### src/rtl/gyruss_audio_pkg.sv
// Shared constants, FSM encoding and the saturation helper for the
// serial high-pass filter datapath.
package gyruss_audio_pkg;

  localparam int ACC_W   = 40;  // accumulator width, wide enough to never wrap
  localparam int COEF_W  = 18;  // multiplier operand width (one 18x18 slice)
  localparam int DATA_W  = 16;  // audio sample width
  localparam int DIV_W   = 10;  // sample divider width
  localparam int Q_SHIFT = 15;  // Q15 coefficients

  localparam logic signed [ACC_W-1:0] SAT_MAX = 40'sd32767;
  localparam logic signed [ACC_W-1:0] SAT_MIN = -40'sd32768;

  typedef enum logic [2:0] {
    ST_IDLE,
    ST_MUL_B1,
    ST_MUL_B2,
    ST_MUL_A2,
    ST_OUTPUT
  } hpf_state_t;

  // Clamp a wide signed value into the 16-bit sample range.
  function automatic logic signed [DATA_W-1:0] sat16(input logic signed [ACC_W-1:0] v);
    logic signed [DATA_W-1:0] r;
    if (v > SAT_MAX)      r = 16'sh7fff;
    else if (v < SAT_MIN) r = 16'sh8000;
    else                  r = v[DATA_W-1:0];
    return r;
  endfunction

endpackage

### src/rtl/gyruss_sample_tick.sv
// Sample-rate tick generator: counts 0..eff_div-1 and pulses tick once
// per period. The divider is latched at each wrap so a change only takes
// effect on the following period.
module gyruss_sample_tick
  import gyruss_audio_pkg::*;
#(
  parameter int DIV_MIN = 5
)(
  input  logic             clk,
  input  logic             reset,
  input  logic [DIV_W-1:0] div,
  output logic             tick
);

  logic [DIV_W-1:0] cnt;
  logic [DIV_W-1:0] div_q;
  logic             armed;
  logic [DIV_W-1:0] div_src;
  logic [DIV_W-1:0] eff_div;
  logic             wrap;

  // Until the first wrap there is no latched divider yet, so the very
  // first period after reset follows the live input.
  always_comb begin
    div_src = armed ? div_q : div;
    eff_div = (div_src < DIV_W'(DIV_MIN)) ? DIV_W'(DIV_MIN) : div_src;
    wrap    = (cnt == eff_div - DIV_W'(1));
  end

  // Period counter, divider latch and registered tick (high the cycle
  // after the wrap edge, i.e. eff_div clocks after reset release).
  always_ff @(posedge clk or negedge reset) begin
    if (!reset) begin
      cnt   <= '0;
      div_q <= '0;
      armed <= 1'b0;
      tick  <= 1'b0;
    end else begin
      tick <= wrap;
      if (wrap) begin
        cnt   <= '0;
        div_q <= div;
        armed <= 1'b1;
      end else begin
        cnt <= cnt + DIV_W'(1);
      end
    end
  end

endmodule

### src/rtl/gyruss_hpf_serial.sv
// First-order Q15 high-pass filter, evaluated serially on one shared
// signed 18x18 multiplier:
//   y[n] = sat((B1*x[n] + B2*x[n-1] - A2*y[n-1]) >>> 15)
module gyruss_hpf_serial
  import gyruss_audio_pkg::*;
#(
  parameter int DIV_MIN = 5,
  parameter int COEF_B1 = 32594,
  parameter int COEF_B2 = -32594,
  parameter int COEF_A2 = -32420
)(
  input  logic                     clk,
  input  logic                     reset,
  input  logic [DIV_W-1:0]         div,
  input  logic signed [DATA_W-1:0] in,
  output logic signed [DATA_W-1:0] out,
  output logic                     out_valid
);

  localparam logic signed [COEF_W-1:0] B1 = COEF_W'(COEF_B1);
  localparam logic signed [COEF_W-1:0] B2 = COEF_W'(COEF_B2);
  localparam logic signed [COEF_W-1:0] A2 = COEF_W'(COEF_A2);

  hpf_state_t                state;
  logic                      tick;
  logic signed [DATA_W-1:0]  x_cur;
  logic signed [DATA_W-1:0]  x_prev;
  logic signed [DATA_W-1:0]  y_prev;
  logic signed [ACC_W-1:0]   acc;
  logic signed [COEF_W-1:0]  mul_c;
  logic signed [COEF_W-1:0]  mul_d;
  logic signed [2*COEF_W-1:0] prod;
  logic signed [ACC_W-1:0]   prod_ext;
  logic signed [ACC_W-1:0]   acc_shr;
  logic signed [DATA_W-1:0]  y_sat;

  gyruss_sample_tick #(.DIV_MIN(DIV_MIN)) u_tick (
    .clk   (clk),
    .reset (reset),
    .div   (div),
    .tick  (tick)
  );

  // Operand steering for the single multiplier; samples are sign-extended
  // to the 18-bit operand width.
  always_comb begin
    mul_c = '0;
    mul_d = '0;
    unique case (state)
      ST_MUL_B1: begin mul_c = B1; mul_d = {{(COEF_W-DATA_W){x_cur[DATA_W-1]}},  x_cur};  end
      ST_MUL_B2: begin mul_c = B2; mul_d = {{(COEF_W-DATA_W){x_prev[DATA_W-1]}}, x_prev}; end
      ST_MUL_A2: begin mul_c = A2; mul_d = {{(COEF_W-DATA_W){y_prev[DATA_W-1]}}, y_prev}; end
      default:   ;
    endcase
    prod     = mul_c * mul_d;
    prod_ext = {{(ACC_W-2*COEF_W){prod[2*COEF_W-1]}}, prod};
    acc_shr  = acc >>> Q_SHIFT;
    y_sat    = sat16(acc_shr);
  end

  // MAC sequencer: one product per state, result and history committed
  // together in OUTPUT so a reset mid-sequence leaves nothing behind.
  always_ff @(posedge clk or negedge reset) begin
    if (!reset) begin
      state     <= ST_IDLE;
      acc       <= '0;
      x_cur     <= '0;
      x_prev    <= '0;
      y_prev    <= '0;
      out       <= '0;
      out_valid <= 1'b0;
    end else begin
      out_valid <= 1'b0;
      unique case (state)
        ST_IDLE: if (tick) begin
          x_cur <= in;
          acc   <= '0;
          state <= ST_MUL_B1;
        end
        ST_MUL_B1: begin acc <= acc + prod_ext; state <= ST_MUL_B2; end
        ST_MUL_B2: begin acc <= acc + prod_ext; state <= ST_MUL_A2; end
        ST_MUL_A2: begin acc <= acc - prod_ext; state <= ST_OUTPUT; end
        ST_OUTPUT: begin
          out       <= y_sat;
          y_prev    <= y_sat;
          x_prev    <= x_cur;
          out_valid <= 1'b1;
          state     <= ST_IDLE;
        end
        default: state <= ST_IDLE;
      endcase
    end
  end

endmodule
### config.mk
export PLATFORM = sky130hd
export DESIGN_NAME = gyruss_hpf_serial
export DESIGN_NICKNAME = d
export VERILOG_FILES = /design/src/rtl/gyruss_audio_pkg.sv /design/src/rtl/gyruss_sample_tick.sv /design/src/rtl/gyruss_hpf_serial.sv
export SDC_FILE = /design/constraint.sdc
export NUM_CORES = 1
export LEC_CHECK = 0
export ABC_AREA = 1
export CAP_MARGIN = 25
export CORE_ASPECT_RATIO = 1.4
export CORE_MARGIN = 3
export CORE_UTILIZATION = 65
export DETAILED_ROUTE_END_ITERATION = 7
export HOLD_SLACK_MARGIN = 0.12
export PLACE_DENSITY_LB_ADDON = 0.1
export SYNTH_ARGS = -nofsm -noshare
export SYNTH_HDL_FRONTEND = slang
export SYNTH_SLANG_ARGS = --single-unit
### constraint.sdc
create_clock -name clk -period 12.4 [get_ports clk]
set_input_delay 2.48 -clock clk [delete_from_list [all_inputs] [get_ports clk]]
set_output_delay 2.48 -clock clk [all_outputs]
set_load 0.005 [all_outputs]
=== Word-level counts from Yosys, hierarchy flattened ===
Index checks and enable logic that the tools add are counted.

* Register bits after elaboration: 114
* Input port bits: 28
* Output and inout port bits: 17
* Logic and storage cells: 41

* Add/sub/neg operators: 4
* Multiply operators: 1
* Order comparisons: 3
* Equal/unequal tests: 6
* Multiplexer cells: 12
* Reductions and logical operators: 5

{| class="wikitable"
|+ Operator list
! cell !! count
|-
| 40-bit one-hot mux with 3 select lines || 1
|-
| 18-bit one-hot mux with 3 select lines || 2
|-
| 40-bit by 36-bit adder with 40-bit output || 1
|-
| 40-bit two-way mux || 1
|-
| 40-bit by 36-bit subtractor with 40-bit output || 1
|-
| 18-bit by 18-bit multiplier with 36-bit output || 1
|-
| 16-bit two-way mux || 2
|-
| 10-bit two-way mux || 3
|-
| 25-bit by 16-bit greater-than comparator with 1-bit output (second input constant) || 1
|-
| 25-bit by 16-bit < comparator with 1-bit output (second input constant) || 1
|-
| 3-bit one-hot mux with 4 select lines || 1
|-
| 10-bit by 1-bit adder with 10-bit output (second input constant) || 1
|-
| 10-bit == test || 1
|-
| 10-bit by 3-bit < comparator with 1-bit output (second input constant) || 1
|-
| 10-bit by 1-bit subtractor with 10-bit output (second input constant) || 1
|-
| 3-bit by 2-bit == test with 1-bit output (second input constant) || 2
|-
| 2-bit AND reduction || 2
|-
| 3-bit by 1-bit == test with 1-bit output (second input constant) || 1
|-
| 3-bit == test (second input constant) || 1
|-
| 3-bit zero test || 1
|-
| 3-bit two-way mux || 1
|-
| 3-bit nonzero test || 1
|-
| 2-bit by 1-bit != test with 1-bit output (second input constant) || 1
|-
| 2-bit OR reduction || 1
|-
| 1-bit two-way mux || 1
|}

=== Logic depth before layout (Yosys ltp) ===
* Depth in word-level cells: 6
* Mapped depth: 54
* Depth with buffers taken out: 54

=== Cells and area by module ===
From an unflattened synthesis, not the netlist that was laid out.

* Cell total of the unflattened synthesis: 2467
* Area total of the unflattened synthesis: 18521.5 sq um

{| class="wikitable"
|+ By module, submodules not included
! module !! times used !! cells each !! area each (sq um) !! sequential area each (sq um)
|-
| gyruss_hpf_serial || 1 || 2216 || 16737.3 || 2277.2
|-
| gyruss_sample_tick || 1 || 251 || 1784.2 || 550.5
|}

=== Least setup slack after synthesis ===
OpenSTA, ideal clock, no wires.

* Kind: register -> register
* Start point: reg state[2]
* End point: reg acc[36]
* Library setup time: 0.123 ns
* Arrival: 8.665 ns
* Data required time: 12.277 ns
* Setup slack: 3.612 ns
* Stages on the path, launching flop included: 46
* Path buffers: 2
* Period minus slack after synthesis: 8.788 ns
* Cell sequence: dfrtp_1 > inv_1 > nand2_1 > nor2_1 > inv_1 > clkbuf_1 > clkbuf_1 > o21ai_0 > fa_1 > inv_1 > fa_1 > inv_1 > ha_1 > inv_1 > fa_1 > inv_1 > fa_1 > inv_1 > [10 not listed] > inv_1 > a21oi_1 > nand4_1 > nand2_1 > nand2_1 > xor2_1 > ha_1 > nand2_1 > nor2_1 > inv_1 > nor4_1 > nand3_1 > nand3_1 > nand2_1 > nand2_1 > a21oi_1 > o21ai_0 > nand2_1

* Longest elaborated chain between the ends: 5
* Elaborated cells on any way between the ends: 14
* Those cells by class: add/sub: 2; mul: 1; eq/ne: 4; mux: 3; reduce/logical: 4

{| class="wikitable"
|+ RTL lines
! what !! line !! source
|-
| from (decl) || gyruss_hpf_serial.sv:24 || <nowiki>hpf_state_t state;</nowiki>
|-
| from (signal assigned) || gyruss_hpf_serial.sv:65 || <nowiki>state <= ST_IDLE;</nowiki>
|-
| from (signal assigned) || gyruss_hpf_serial.sv:78 || <nowiki>state <= ST_MUL_B1;</nowiki>
|-
| from (signal assigned) || gyruss_hpf_serial.sv:80 || <nowiki>ST_MUL_B1: begin acc <= acc + prod_ext; state <= ST_MUL_B2; end</nowiki>
|-
| 3-bit by 2-bit == test with 1-bit output or 3-bit by 1-bit == test with 1-bit output (tied branches) || gyruss_hpf_serial.sv:49, gyruss_hpf_serial.sv:74 ||
|-
| 18-bit one-hot mux with 3 select lines || gyruss_hpf_serial.sv:49 || <nowiki>unique case (state)</nowiki>
|-
| 18-bit by 18-bit multiplier with 36-bit output || gyruss_hpf_serial.sv:55 || <nowiki>prod = mul_c * mul_d;</nowiki>
|-
| 40-bit by 36-bit subtractor with 40-bit output or 40-bit by 36-bit adder with 40-bit output (tied branches) || gyruss_hpf_serial.sv:82, gyruss_hpf_serial.sv:80, gyruss_hpf_serial.sv:81 ||
|-
| 40-bit one-hot mux with 3 select lines || gyruss_hpf_serial.sv:74 || <nowiki>unique case (state)</nowiki>
|-
| to (signal assigned) || gyruss_hpf_serial.sv:77 || <nowiki>acc <= '0;</nowiki>
|-
| to (signal assigned) || gyruss_hpf_serial.sv:81 || <nowiki>ST_MUL_B2: begin acc <= acc + prod_ext; state <= ST_MUL_A2; end</nowiki>
|-
| to (signal assigned) || gyruss_hpf_serial.sv:82 || <nowiki>ST_MUL_A2: begin acc <= acc - prod_ext; state <= ST_OUTPUT; end</nowiki>
|-
| to (decl) || gyruss_hpf_serial.sv:29 || <nowiki>logic signed [ACC_W-1:0] acc;</nowiki>
|}

Several ways; a longest one is shown, not always the timed one.
A chain may end at the register's enable or synchronous reset.

=== Worst setup path after layout ===
* Start point: reg state[0]
* End point: reg acc[36]

Same word-level chain as after synthesis.

==> impl_metrics.tcl <==
set metrics [dict create \
    relSlewSlack_pct 37.62 \
    ys_top_cells_by_area "fa_1, dfrtp_1, inv_1, nand2_1, ha_1" \
    place_congestion 0.9745 \
    status "finished, final reports clean" \
    fmax_ghz 0.09464 \
    ys_types 55 \
    drtAntennaViolNets 0 \
    tightest_slew_ps 925.9 \
    stdcell_count 2802 \
    rsz0062_at_grt "no" \
    crit_family "adder cells" \
    grt_pass1_vias 16200 \
    startpoint_type "flip-flop" \
    yosys.area.top_type "fa_1" \
    synth_nets 2801 \
    timing.hold.ws_ps 474.5 \
    ios 45 \
    postCtsSetupRepairBufs 0 \
    h-tree-depth 4 \
    dp_cells 2770 \
    synth_edf_count 0 \
    clkTransAtPathRegs_ps 60 \
    yosysWarnings 0 \
    cp_common_cell "inv_1" \
    cts_tree "yes" \
    portBuffers 44 \
    firstDrtPassIters 6 \
    endpoint_kind "flip-flop" \
    drive_gt1_share_pct 3.939 \
    overflow 0 \
    min_period_ps 10570 \
    drt_iter0_drc 945 \
    path_class "flip-flop to flip-flop" \
    root_buffer "clkbuf_16" \
    hold_viol_final 0 \
    cts.sinks 113 \
    die_area_mm2 0.02989 \
    route.vias.total 15350 \
    clock_path_buffers 2 \
    rows 71 \
    fin_tns_setup_ps 0 \
    crit_path_max_fanout 17 \
    antenna_found_initial 0 \
    async_reset_ff_share_pct 100.0 \
    finalNetCount 2842 \
    synth-seq-cells 113 \
    drc 0 \
    grt_pass1_wl_um 81460 \
    finClkSkew_ps 13.08 \
    syn_to_final_growth_pct 7.997 \
    clkLatencyLatePin_ps 440 \
    worst_ep_required_time_ps 12720 \
    synth_ff_type "dfrtp_1" \
    worst-endpoint-arrival_ps 10890 \
    fp.dieW_um 147.0 \
    dp_hpwl_um 42540 \
    period_share_pct 85.21 \
    synthCells 2383 \
    wl_um 50410 \
    diodes 0 \
    slew_violations 0 \
    synth_area_per_cell_um2 7.590 \
    seq_area_frac_synth_pct 15.63 \
    cpPeakStageDelay_ps 610 \
    wl_per_cell_um 17.99 \
    cts_hold_buf 0 \
    slowest_stage "clkinv_1" \
    post_drt_via_cell_ratio 5.479 \
    cap_viol_max_count 0 \
    die_h_um 203.4 \
    gr-usage-all-layers_pct 34.96 \
    synth_top_area_share_pct 27.78 \
    final_util_pct 71.85 \
    syn_area_mm2 0.01809 \
    post_cts_resize_count 0 \
    critPathBufInv 11 \
    numCtsBuffers 17 \
    hp-class "flip-flop to flip-flop" \
    core_area_mm2 0.02718 \
    start_util_pct 66.53 \
    fillers 2227 \
    grt_max_degree 60 \
    setup_viol 0 \
]
==> worst min-delay path: stages (launching register included) <==
cell	delay [ps]
dfrtp_1	340
nand2_1	50
nand2_1	50
==> per-layer routing <==
metal | track usage, % | vias up | wire, µm
met5 | 0 | - | 0
li1 | - | 7263 | -
met4 | 21.89 | 0 | 3770
met2 | 62.35 | 507 | 26050
met1 | 39.48 | 7391 | 18230
met3 | 4.645 | 191 | 2369
==> Yosys cell counts (13+ instances only) <==
cell type and count:
a21oi_1 113, a22oi_1 14, a31oi_1 13, clkbuf_1 27, dfrtp_1 113, fa_1 251
ha_1 139, inv_1 626, nand2_1 488, nand3_1 71, nand4_1 20, nor2_1 178
nor3_1 15, o21ai_0 100, xnor2_1 27, xor2_1 56
==> worst paths after layout <==
check | cells after the start | slack, ps | endpoint | startpoint
min in group asynchronous | 1 | 2140 | y_prev[15] | reset
max | 44 | 1830 | acc[36] | state[0]
max reg2reg | 44 | 1830 | acc[36] | state[0]
min | 2 | 470 | u_tick.div_q[7] | u_tick.div_q[7]
min reg2reg | 2 | 470 | u_tick.div_q[7] | u_tick.div_q[7]
max in group asynchronous | 2 | 8990 | y_prev[4] | reset
==> kinds of logic (layout without fill, tap and decap cells) <==
group | after synthesis | count (layout) | synth area share (%)
AND/OR/NAND/NOR | 834 | 834 | 19.57
buffers and inverters | 667 | 721 | 14.06
adder cells (fa/ha/maj) | 390 | 390 | 37.40
AO/OA/AOI/OAI | 290 | 290 | 9.007
flip-flops | 113 | 113 | 15.63
XOR/XNOR | 83 | 83 | 4.019
multiplexers | 5 | 5 | 0.2906
other | 1 | 1 | 0.02073
==> metrics by stage <==
step / instance area (µm²) / setup WS [ps]
4_1_cts: 19530 / 1882
2_1_floorplan: 18090 / 3612
3_3_place_gp: 18910 / 2113
5_1_grt: 19530 / 820.8
6_report: 19530 / 1834
3_5_place_dp: 18920 / 1970
==> cell usage in the layout (no fill, tap or decap), types with 3 or more instances in the layout <==
master / synthesis / routed
inv_1: 626 / 626
nand2_1: 488 / 488
fa_1: 251 / 251
nor2_1: 178 / 177
ha_1: 139 / 139
dfrtp_1: 113 / 113
a21oi_1: 113 / 112
o21ai_0: 100 / 100
nand3_1: 71 / 71
xor2_1: 56 / 56
clkdlybuf4s50_1: 0 / 43
xnor2_1: 27 / 27
nand4_1: 20 / 20
clkbuf_16: 0 / 17
nor3_1: 15 / 15
a22oi_1: 14 / 14
a31oi_1: 13 / 13
nor2_2: 11 / 12
nand2_2: 11 / 11
nor2_4: 11 / 11
buf_4: 1 / 11
o21a_1: 9 / 9
nand3b_1: 9 / 9
o31ai_1: 7 / 7
o21bai_1: 6 / 6
o211ai_1: 6 / 6
clkinv_4: 0 / 6
clkinv_1: 4 / 4
o21ai_1: 4 / 4
nand3_2: 4 / 4
a21o_1: 4 / 4
o22ai_1: 3 / 3
inv_2: 3 / 3
mux2i_1: 3 / 3
and2_1: 3 / 3
nor4_1: 3 / 3
bufinv_16: 0 / 3
==> area by class of cell <==
class                   instances  area, µm²  share of cell area [%]
multi-input cells            1603      12730                   65.17
flip-flops and latches        113       2828                   14.48
inverters                     634       2382                   12.20
repair buffers                 55      524.3                   2.684
well taps                     365      456.7                   2.338
clock buffers                  18      429.2                   2.197
clock inverters                14      182.7                  0.9352
==> state kept, by name (all words and copies together) (netlist names) <==
| signal | cells |
|---|---|
| u_tick.div_q | 10 |
| out_valid | 1 |
| acc | 39 |
| u_tick.armed | 1 |
| y_prev | 16 |
| u_tick.tick | 1 |
| state | 3 |
| x_cur | 16 |
| u_tick.cnt | 10 |
| x_prev | 16 |
Power is left out: the tool's default activity adds up to more than one toggle a clock period on the data nets, which glitch-free logic cannot reach.
